### src/rtl/axil_cfg_arbiter.sv
// Two-requester round-robin arbiter and single-outstanding AXI4-Lite master
// with a per-transaction watchdog. Ports:
//   axi_clk/axi_rst_n : clock, async active-low reset
//   req_* / resp_*    : packed per-requester command and completion paths
//   m_aw*/m_w*/m_b*   : AXI4-Lite write channels
//   m_ar*/m_r*        : AXI4-Lite read channels
module axil_cfg_arbiter #(
   parameter int unsigned TIMEOUT_CYC = 255
) (
   input  logic        axi_clk,
   input  logic        axi_rst_n,
   input  logic [1:0]  req_valid,
   input  logic [1:0]  req_wr,
   input  logic [63:0] req_addr,
   input  logic [63:0] req_wdata,
   output logic [1:0]  req_ready,
   output logic [1:0]  resp_valid,
   output logic [31:0] resp_rdata,
   output logic        resp_err,
   output logic [31:0] m_awaddr,
   output logic [2:0]  m_awprot,
   output logic        m_awvalid,
   input  logic        m_awready,
   output logic [31:0] m_wdata,
   output logic [3:0]  m_wstrb,
   output logic        m_wvalid,
   input  logic        m_wready,
   input  logic [1:0]  m_bresp,
   input  logic        m_bvalid,
   output logic        m_bready,
   output logic [31:0] m_araddr,
   output logic [2:0]  m_arprot,
   output logic        m_arvalid,
   input  logic        m_arready,
   input  logic [31:0] m_rdata,
   input  logic [1:0]  m_rresp,
   input  logic        m_rvalid,
   output logic        m_rready
);

   typedef enum logic [1:0] {
      IDLE,
      ADDR,
      RESP,
      DONE
   } state_e;

   localparam logic [15:0] WDOG_LAST = 16'(TIMEOUT_CYC - 1);

   state_e      state_q, state_d;
   logic        gnt_q, gnt_d;
   logic        last_q, last_d;
   logic        wr_q, wr_d;
   logic [31:0] addr_q, addr_d;
   logic [31:0] wdata_q, wdata_d;
   logic        aw_done_q, aw_done_d;
   logic        w_done_q, w_done_d;
   logic [15:0] wdog_q, wdog_d;
   logic [31:0] rdata_q, rdata_d;
   logic        err_q, err_d;
   logic [1:0]  rdy_q, rdy_d;

   logic        pick;
   logic        aw_hs, w_hs, ar_hs, b_hs, r_hs;
   logic        wdog_exp;

   // Channel valids/readies follow the state directly so they are
   // high from the first ADDR/RESP cycle and never outside it.
   assign m_awvalid = (state_q == ADDR) && wr_q && !aw_done_q;
   assign m_wvalid  = (state_q == ADDR) && wr_q && !w_done_q;
   assign m_arvalid = (state_q == ADDR) && !wr_q;
   assign m_bready  = (state_q == RESP) && wr_q;
   assign m_rready  = (state_q == RESP) && !wr_q;

   assign m_awaddr  = m_awvalid ? addr_q : 32'h0;
   assign m_wdata   = m_wvalid ? wdata_q : 32'h0;
   assign m_araddr  = m_arvalid ? addr_q : 32'h0;
   assign m_awprot  = 3'b000;
   assign m_arprot  = 3'b000;
   assign m_wstrb   = 4'hF;

   assign aw_hs = m_awvalid && m_awready;
   assign w_hs  = m_wvalid && m_wready;
   assign ar_hs = m_arvalid && m_arready;
   assign b_hs  = m_bready && m_bvalid;
   assign r_hs  = m_rready && m_rvalid;

   assign wdog_exp = (wdog_q == WDOG_LAST);

   assign req_ready  = rdy_q;
   assign resp_valid = (state_q == DONE) ? {gnt_q, ~gnt_q} : 2'b00;
   assign resp_rdata = rdata_q;
   assign resp_err   = err_q;

   always_comb begin
      state_d   = state_q;
      gnt_d     = gnt_q;
      last_d    = last_q;
      wr_d      = wr_q;
      addr_d    = addr_q;
      wdata_d   = wdata_q;
      aw_done_d = aw_done_q;
      w_done_d  = w_done_q;
      wdog_d    = wdog_q;
      rdata_d   = rdata_q;
      err_d     = err_q;
      rdy_d     = 2'b00;
      pick      = 1'b0;
      unique case (state_q)
         IDLE: begin
            if (|req_valid) begin
               // A tie goes to whoever was not served last.
               if (&req_valid) pick = ~last_q;
               else            pick = req_valid[1];
               gnt_d     = pick;
               wr_d      = req_wr[pick];
               addr_d    = pick ? req_addr[63:32] : req_addr[31:0];
               wdata_d   = pick ? req_wdata[63:32] : req_wdata[31:0];
               aw_done_d = 1'b0;
               w_done_d  = 1'b0;
               wdog_d    = 16'd0;
               rdy_d     = pick ? 2'b10 : 2'b01;
               state_d   = ADDR;
            end
         end
         ADDR: begin
            wdog_d = wdog_q + 16'd1;
            if (wdog_exp) begin
               err_d   = 1'b1;
               rdata_d = 32'h0;
               state_d = DONE;
            end else if (wr_q) begin
               aw_done_d = aw_done_q | aw_hs;
               w_done_d  = w_done_q | w_hs;
               if (aw_done_d && w_done_d) state_d = RESP;
            end else if (ar_hs) begin
               state_d = RESP;
            end
         end
         RESP: begin
            wdog_d = wdog_q + 16'd1;
            if (wdog_exp) begin
               err_d   = 1'b1;
               rdata_d = 32'h0;
               state_d = DONE;
            end else if (wr_q && b_hs) begin
               err_d   = (m_bresp != 2'b00);
               rdata_d = 32'h0;
               state_d = DONE;
            end else if (!wr_q && r_hs) begin
               err_d   = (m_rresp != 2'b00);
               rdata_d = m_rdata;
               state_d = DONE;
            end
         end
         DONE: begin
            last_d  = gnt_q;
            state_d = IDLE;
         end
         default: state_d = IDLE;
      endcase
   end

   always_ff @(posedge axi_clk or negedge axi_rst_n) begin
      if (!axi_rst_n) begin
         state_q   <= IDLE;
         gnt_q     <= 1'b0;
         last_q    <= 1'b1;
         wr_q      <= 1'b0;
         addr_q    <= 32'h0;
         wdata_q   <= 32'h0;
         aw_done_q <= 1'b0;
         w_done_q  <= 1'b0;
         wdog_q    <= 16'd0;
         rdata_q   <= 32'h0;
         err_q     <= 1'b0;
         rdy_q     <= 2'b00;
      end else begin
         state_q   <= state_d;
         gnt_q     <= gnt_d;
         last_q    <= last_d;
         wr_q      <= wr_d;
         addr_q    <= addr_d;
         wdata_q   <= wdata_d;
         aw_done_q <= aw_done_d;
         w_done_q  <= w_done_d;
         wdog_q    <= wdog_d;
         rdata_q   <= rdata_d;
         err_q     <= err_d;
         rdy_q     <= rdy_d;
      end
   end

endmodule

### config.mk
export PLATFORM = sky130hd
export DESIGN_NAME = axil_cfg_arbiter
export DESIGN_NICKNAME = d
export VERILOG_FILES = /design/src/rtl/axil_cfg_arbiter.sv
export SDC_FILE = /design/constraint.sdc
export NUM_CORES = 1
export LEC_CHECK = 0
export ABC_AREA = 1
export ABC_CLOCK_PERIOD_IN_PS = 1900
export CAP_MARGIN = 5
export CORE_MARGIN = 8
export CORE_UTILIZATION = 42
export CTS_CLUSTER_DIAMETER = 80
export DETAILED_ROUTE_END_ITERATION = 8
export GPL_ROUTABILITY_DRIVEN = 0
export PLACE_DENSITY = 0.83
export SETUP_SLACK_MARGIN = 0.02
export SKIP_CTS_REPAIR_TIMING = 1
export SYNTH_ARGS = -nofsm -noshare
export SYNTH_HDL_FRONTEND = slang
export SYNTH_SLANG_ARGS = --single-unit
### constraint.sdc
create_clock -name axi_clk -period 1.9 [get_ports axi_clk]
set_input_delay 0.38 -clock axi_clk [delete_from_list [all_inputs] [get_ports axi_clk]]
set_output_delay 0.38 -clock axi_clk [all_outputs]
set_load 0.05 [all_outputs]
==> impl_metrics.tcl <==
set metrics [dict create \
    fin_setup_tns_ns -31.30 \
    p_per_area_nw_per_um2 1672 \
    grt_pass1_wl_um 45350 \
    dp_hpwl_um 22440 \
    layout_setup_ws_ns -0.3677 \
    antenna_left 0 \
    relSlewSlack_pct 63.92 \
    worstMarginPinSlew_ns 0.5412 \
    p_total_w 0.02250 \
    reg2reg_from "state_q[0]" \
    grtUsageTotal_pct 28.27 \
    synth_seq_cells 122 \
    initial_core_util_pct 43.09 \
    clockBufferDepth 2 \
    grt_max_degree 46 \
    final_util_pct 84.40 \
    drtIter0Drc 518 \
    reg2reg_to "state_q[0]" \
    clk_latency_ns 0.43 \
    violations "setup timing" \
    r2r_cells 14 \
    cts_max_level 4 \
    regToRegSetupSlack_ns -0.02 \
    ys_seq_area_share_pct 44.45 \
    synthToLayoutAreaGrowth_pct 95.85 \
    die_area_sq_um 20710 \
    die_y_um 143.9 \
    fin_crit_ns 2.268 \
    num_vias 8344 \
    routed_wl_um 32020 \
    wl_per_cell_um 20.29 \
    crit_fanout 7 \
    arrival_ns 1.89 \
    rows 46 \
    criticalPathCategory "reg -> out" \
    avgSynthCellArea_sq_um 6.947 \
    worst_clock_skew_ns 0.01443 \
    syn_area_sq_um 6870 \
    antenna_found_initial 3 \
    first_pass_iters 5 \
    period_share_pct 119.4 \
    drive_above_1_share_pct 27.84 \
    clk_pin_slew_ns 0.06 \
    slew_violations 0 \
    via_per_inst 5.288 \
    rsz0062_at_grt "true" \
    cap_violations 0 \
    hold_violations 0 \
    cts-root-buf "clkbuf_16" \
    drc 0 \
    ir_worst_vdd_v 0.001530 \
    synth.yosys.warnings 0 \
    cts_buffers 17 \
    crit_path_end "m_wdata[24]" \
    ys_types 30 \
    outcome "complete, but fails checks" \
    preCtsSetupSlack_ns -0.09036 \
    ios 323 \
    startpoint_type "flop" \
    nets 1526 \
    coreArea_sq_um 15940 \
    gr-total-overflow 0 \
    die_x_um 143.9 \
    cp.required_ns 1.52 \
    setup_viol 107 \
    synthCells 989 \
    end_kind "output pin" \
    clock.fmax_mhz 441.0 \
    cts.sinks 122 \
    port_buffers 312 \
    cp-startpoint "state_q[1]" \
    min_path_type "in -> async" \
    total_leakage_power_nw 6.217 \
    grt_pass1_vias 8342 \
    num-fill-cells 844 \
    cts_tree "done" \
]
## synthesized netlist by cell type (all sizes together)
cell type	count	share of area, %
a21oi	9	0.82
clkinv	1	0.055
clkbuf	34	1.9
dfstp	1	0.38
conb	2	0.11
o21ai	56	4.1
nor2	197	11
a22oi	1	0.11
nand3	52	3.9
nand2	254	14
ha	6	1.1
inv	137	7.5
o22ai	38	3.5
or2	1	0.091
dfrtp	121	44
buf	29	2.7
nand4	13	1.2
and3	1	0.091
o211ai	27	3.0
nor3	9	0.66
## per-stage QoR
stage	instance area (sq um)	hold slack (ns)	std cells
2_1_floorplan	7844	0.08441	997
3_3_place_gp	12300	0.3823	1517
3_5_place_dp	12300	0.3944	1517
4_1_cts	12900	-0.05668	1549
5_1_grt	13450	0.4772	1577
6_report	13460	0.4642	1578
## power breakdown
group          total (W)  switching (W)  internal [W]
combinational     0.0149        0.00901       0.00586
sequential       0.00429       0.000563       0.00373
clock            0.00333        0.00121       0.00212
## flip-flops by register name (all words and copies together) (netlist names)
signal and flops:
req_ready 2, wr_q 1, wdata_q 32, gnt_q 1, w_done_q 1, resp_err 1
wdog_q 16, aw_done_q 1, resp_rdata 32, last_q 1, addr_q 32, state_q 2
## final cells by class
class                   count  area (sq um)  area share, %
clock inverters            12         147.6          1.097
repair buffers            391          5097          37.88
clock buffers              20         456.7          3.394
diodes                      4         10.01        0.07439
flip-flops and latches    122          3054          22.70
inverters                 138         539.3          4.008
well taps                 216         270.3          2.009
multi-input cells         675          3880          28.84
## layer usage
| metal | track usage, % | routed length (um) |
|---|---|---|
| met5 | 0 | 0 |
| met4 | 15.16 | 1402 |
| met3 | 8.461 | 2879 |
| met2 | 48.88 | 16420 |
| met1 | 30.54 | 11310 |
## kinds of logic (layout without fill, tap and decap cells)
family                   Yosys count  after routing  synth area share (%)
AND/OR/NAND/NOR                  527            528                 30.81
buffers and inverters            201            561                 12.11
AO/OA/AOI/OAI                    131            131                 11.42
flip-flops                       122            122                 44.45
adder cells (fa/ha/maj)            6              6                 1.093
other                              2             14                0.1093
## worst min path at each step
stage / endpoint / slack (ns)
after floorplan: addr_q[0] / 0.08
after global placement: resp_rdata[4] / 0.38
after detailed placement: resp_rdata[4] / 0.39
after CTS: resp_rdata[4] / -0.06
after global routing: last_q / 0.48
final: resp_rdata[4] / 0.46
## placed cells by master, fill, tap and decap left out, drive strengths merged
cell type,instances
o211ai,27
clkinvlp,6
a22oi,1
ha,6
dlymetal6s2s,3
o21ai,56
nor2,197
clkinv,5
a21oi,9
nand2,255
conb,10
dfstp,1
buf,205
or2,1
nor3,9
dlygate4sd3,1
clkdlybuf4s50,173
dfrtp,121
diode,4
clkbuf,29
nand4,13
o22ai,38
bufinv,3
inv,136
and3,1
nand3,52
## worst max-delay path: stages (launching register included)
cell       delay (ns)
dfrtp_1          0.39
inv_2            0.08
ha_4             0.16
nand2_4          0.07
nor2_4           0.20
inv_6            0.10
clkbuf_16        0.20
nor2_4           0.11
buf_12           0.14
No activity file was read; power rests on OpenSTA's default activity.
